[config.mk]
export PLATFORM = sky130hd
export DESIGN_NAME = hazard_ctrl
export DESIGN_NICKNAME = d
export VERILOG_FILES = /design/src/rtl/hazard_ctrl.sv
export SDC_FILE = /design/constraint.sdc
export NUM_CORES = 1
export LEC_CHECK = 0
export CAP_MARGIN = 20
export CORE_ASPECT_RATIO = 0.7
export CORE_UTILIZATION = 30
export DETAILED_ROUTE_END_ITERATION = 10
export PLACE_DENSITY_LB_ADDON = 0.25
export SLEW_MARGIN = 20
export SYNTH_ARGS = -nofsm -noshare
export SYNTH_HDL_FRONTEND = slang
export SYNTH_SLANG_ARGS = --single-unit
[constraint.sdc]
create_clock -name CLK -period 1.7 [get_ports CLK]
set_clock_uncertainty 0.2 [all_clocks]
set_input_delay 0.17 -clock CLK [delete_from_list [all_inputs] [get_ports CLK]]
set_output_delay 0.17 -clock CLK [all_outputs]
set_load 0.005 [all_outputs]
[src/rtl/hazard_ctrl.sv]
// Hazard controller for the 5-stage RV32I pipeline: load-use, taken-branch, long-op hold, E-stage forwarding.
// Optional build macro HAZ_PERF_CNT_EN adds stall_cnt/flush_cnt performance counters.
module hazard_ctrl #(
  parameter int unsigned LONG_LAT = 4
) (
  input  logic        CLK,
  input  logic        RSTN,
  input  logic [4:0]  rs1D,
  input  logic [4:0]  rs2D,
  input  logic [4:0]  rs1E,
  input  logic [4:0]  rs2E,
  input  logic [4:0]  rdE,
  input  logic [2:0]  mem_loadE,
  input  logic        branch_takenE,
  input  logic        longop_startE,
  input  logic [4:0]  rdM,
  input  logic [4:0]  rdW,
  input  logic        reg_writeM,
  input  logic        reg_writeW,
  output logic        stallF,
  output logic        stallD,
  output logic        stallE,
  output logic        flushD,
  output logic        flushE,
  output logic        flushM,
  output logic [1:0]  fwd1E,
`ifdef HAZ_PERF_CNT_EN
  output logic [1:0]  fwd2E,
  output logic [31:0] stall_cnt,
  output logic [31:0] flush_cnt
`else
  output logic [1:0]  fwd2E
`endif
);

  typedef enum logic {IDLE, BUSY} state_e;

  localparam logic [3:0] CNT_INIT = 4'(LONG_LAT - 2);

  state_e     state_q, state_d;
  logic [3:0] cnt_q, cnt_d;

  logic long_hold;
  logic load_use;

  always_comb begin
    state_d = state_q;
    cnt_d   = cnt_q;
    case (state_q)
      IDLE: begin
        if (longop_startE) begin
          state_d = BUSY;
          cnt_d   = CNT_INIT;
        end
      end
      BUSY: begin
        if (cnt_q == '0) state_d = IDLE;
        else             cnt_d   = cnt_q - 4'd1;
      end
      default: state_d = IDLE;
    endcase
  end

  always_ff @(posedge CLK or negedge RSTN) begin
    if (!RSTN) begin
      state_q <= IDLE;
      cnt_q   <= '0;
    end else begin
      state_q <= state_d;
      cnt_q   <= cnt_d;
    end
  end

  // Hold covers the start cycle and every BUSY cycle except the release (cnt==0) one.
  assign long_hold = ((state_q == IDLE) && longop_startE) ||
                     ((state_q == BUSY) && (cnt_q != '0));

  assign load_use = (mem_loadE != '0) && (rdE != '0) &&
                    ((rdE == rs1D) || (rdE == rs2D));

  function automatic logic [1:0] fwd_sel(input logic [4:0] rs);
    if (reg_writeM && (rdM != '0) && (rdM == rs))      return 2'b10;
    else if (reg_writeW && (rdW != '0) && (rdW == rs)) return 2'b01;
    else                                               return 2'b00;
  endfunction

  always_comb begin
    stallF = 1'b0;
    stallD = 1'b0;
    stallE = 1'b0;
    flushD = 1'b0;
    flushE = 1'b0;
    flushM = 1'b0;
    fwd1E  = 2'b00;
    fwd2E  = 2'b00;
    if (RSTN) begin
      fwd1E = fwd_sel(rs1E);
      fwd2E = fwd_sel(rs2E);
      if (long_hold) begin
        stallF = 1'b1;
        stallD = 1'b1;
        stallE = 1'b1;
        flushM = 1'b1;
      end else if (branch_takenE) begin
        flushD = 1'b1;
        flushE = 1'b1;
      end else if (load_use) begin
        stallF = 1'b1;
        stallD = 1'b1;
        flushE = 1'b1;
      end
    end
  end

`ifdef HAZ_PERF_CNT_EN
  logic [31:0] stall_cnt_q, stall_cnt_d;
  logic [31:0] flush_cnt_q, flush_cnt_d;

  always_comb begin
    stall_cnt_d = stall_cnt_q + (stallD ? 32'd1 : 32'd0);
    flush_cnt_d = flush_cnt_q + (flushD ? 32'd1 : 32'd0);
  end

  always_ff @(posedge CLK or negedge RSTN) begin
    if (!RSTN) begin
      stall_cnt_q <= '0;
      flush_cnt_q <= '0;
    end else begin
      stall_cnt_q <= stall_cnt_d;
      flush_cnt_q <= flush_cnt_d;
    end
  end

  assign stall_cnt = stall_cnt_q;
  assign flush_cnt = flush_cnt_q;
`endif

endmodule

==> impl_results.md <==
* Status: finished with violations
* Failing checks: negative setup slack
* Worst-Margin Slew at roughly 0.89 ns
* Yosys warnings at 0
* Critical path class: reg -> out
* Post-DR wirelength/cell at around 14 um
* P per Cell Area at between 800 and 900 nW/um^2
* Pins Over Slew Limit at 0
* DP Area at 1470 um^2
* H-tree levels at 1
* Clock share of power at a little over a tenth
* Syn nets at 130
* Post-Route Setup TNS at -4.58 ns
* CTS Sinks at 5
* Max-Cap Viols at 0
* Largest area contributor in the netlist: xor2_1
* Initial antenna violation count at 0
* Hold WC Path Type: in -> async
* Initial Utilization at 32.2%
* Critical Path Source Type: flop
* Worst Setup End Kind: output pin
* Gate count after technology mapping at 85
* Main synth FF type: dfrtp_1
* Antenna cells at 0
* M3 GR Usage at between 7 and 8%
* Full die area at about 2500 um^2
* Synth-to-Final Area Change at 130%
* Final WL at between 2000 and 3000 um
* Sequential share of the synthesized area at 17.8%
* Switching power total at 514 uW
* Internal power at a little over 800 uW
* GR Layer Usage met2 at 46.4%
* Worst hold slack at a little under 0.3 ns
* Leading post-synthesis cells by cell area: xor2_1 30%, dfrtp_1 18%, xnor2_1 8.7%
* GPL Wtd Cong at between 0.8 and 0.9
* Die Width at approximately 60 um
* Filler cells at ~180
* Clock Path Buffers at 2
* Die Ht at 42.5 um
* R2R depth at 6
* Tmin final at between 2 and 2.5 ns
* Unrepaired setup endpoints after global routing: yes
* Largest net degree at the start of global routing at 11
* Initial DRT Pass Iterations at 4
* Cell variety after synth at 25
* WP data required at roughly 1.3 ns
* Most frequent cell after synthesis: xor2_1
* Global-route usage over all layers at between 20% and 30%
* Core area at between 2000 and 2500 um^2
* Final ANT Viol Nets at 0
* Post-route cell area at 1620 um^2
* Yosys top cell area share at 29.8%
* Cell row count at 14
* I/O Buffers at 53
* Met1 usage at a little over a quarter
* Initial DRC count at 37
* Share of cells above drive strength 1 at about half
* Sw frac at between 30 and 40%
* Vias in the first global route at just over 1,000
* Avg Cell Area, Syn at about 8.3 um^2
* FFs w/ async S/R, synth at 100%
* Period utilization at 139%
* Grt peak-use layer: met2
* Dpl hpwl at approximately 2200 um
* Synth top cells by count: 24 x xor2_1, 7 x xnor2_1, 6 x nand2_1
* Hold Violations, Final at 0
* Clock root cell: clkbuf_4
* Maximum vdd drop at 435 uV
* Max Clk Rate at 424 MHz
* Reg power frac at 16.2%
* Detailed-route DRC error count at 0
* GRT overflow at 0
* Slew headroom at 39.6%
* EDFF count, synth at 0
* Final #Nets at 220
* Multi-input gate area at slightly below 700 um^2
* Clock-pin slew on the worst setup and hold paths at around 0.040 ns
* Flops & latches, synth at 5
* Via-to-Cell Ratio at about 4.7
* Vias at between 900 and 1,000
* Critical path arrival at between 1.5 and 2 ns
* Mapped Area at just over 700 um^2
* CTS tree: built
* TritonCTS Buffers at 3
* Worst-skew pair later-pin latency at between 0.2 and 0.25 ns
* Comb power frac at ~73%
* IO Count at 54
* Crit-path max FO at 3
* Global-route wire length before repair at ~4500 um
* # setup viols final at 12
* Worst Slack Setup Final at -0.657 ns
* Register Area at 125 um^2
* Leakage at slightly above 0.7 nW
cells by family after synthesis:
group                    share of synthesized area, %
adder cells (fa/ha/maj)                          1.78
XOR/XNOR                                         38.5
AND/OR/NAND/NOR                                  25.2
AO/OA/AOI/OAI                                    11.9
flip-flops                                       17.8
buffers and inverters                            4.80
metal layers:
layer | share of wire (%) | vias up
met5 | 0 | -
met3 | 5.3 | 0
li1 | - | 474
met2 | 56 | 40
met4 | 0 | 0
met1 | 39 | 460
metrics by stage:
stage / setup WS [ns] / instances / total power [mW] / utilization (%)
6_report: -0.657 / 206 / 1.34 / 74.0
5_1_grt: -0.725 / 206 / 1.43 / 74.0
4_1_cts: -0.691 / 203 / 1.24 / 72.1
3_5_place_dp: -0.837 / 193 / 1.00 / 67.1
3_3_place_gp: -0.806 / 193 / 0.971 / 67.1
2_1_floorplan: -0.152 / 85 / 0.568 / -
registers in the layout, indices dropped and copies added (netlist names):
name and flops:
state_q 1, cnt_q 4
what timing repair did:
action	CTS	global route
endpoints found under the hold margin	5	5
resized for setup	109	14
pin swaps	15	7
setup endpoints to repair	13	14
setup buffers	6	2
final cells by class:
| cell class | instances | area share [%] |
|---|---|---|
| Timing Repair Buffer | 87 | 45.3 |
| Multi-Input combinational cell | 73 | 41.8 |
| Sequential cell | 5 | 7.72 |
| Tap cell | 32 | 2.47 |
| Clock buffer | 4 | 1.62 |
| Inverter | 5 | 1.16 |
path summary, 6_finish.rpt:
| path | startpoint | endpoint | slack [ns] |
|---|---|---|---|
| min reg2reg | cnt_q[2] | cnt_q[2] | 0.40 |
| max | cnt_q[0] | flushE | -0.66 |
| min in group CLK | cnt_q[2] | cnt_q[2] | 0.40 |
| max reg2reg | cnt_q[0] | cnt_q[3] | -0.10 |
| max in group asynchronous | RSTN | cnt_q[3] | 0.81 |
| min | RSTN | cnt_q[0] | 0.29 |
placed cells by master (no fill, tap or decap), types with 2 or more instances in the layout:
cell             count
buf_2               11
nand3_1              3
buf_4               29
nor3_1               4
or4_4                4
nor4_4               3
xor2_1              24
and2_2               2
nand2_2              2
nand2_1              4
inv_1                2
clkdlybuf4s50_1     25
clkbuf_2             4
clkbuf_4             3
xnor2_1              6
o211ai_1             2
dfrtp_1              5
clkdlybuf4s15_1      3
dlygate4sd2_1        3
nor2_1               3
inv_2                3
buf_6               10
power groups by stage:
stage | registers [mW] | clock network, mW | logic, mW
floorplan | 0.215 | 0 | 0.353
global placement | 0.207 | 0 | 0.764
detailed placement | 0.215 | 0 | 0.787
CTS | 0.215 | 0.142 | 0.884
global route | 0.222 | 0.159 | 1.05
finish | 0.217 | 0.139 | 0.980
worst max-delay path: stages (launching register included):
cell     delay (ns)
dfrtp_1        0.39
inv_2          0.09
ha_4           0.13
or3b_4         0.37
a21bo_4        0.23
or2_4          0.23
buf_6          0.12
o31ai_4        0.04
buf_2          0.14
Power figures use the tool's default switching activity.
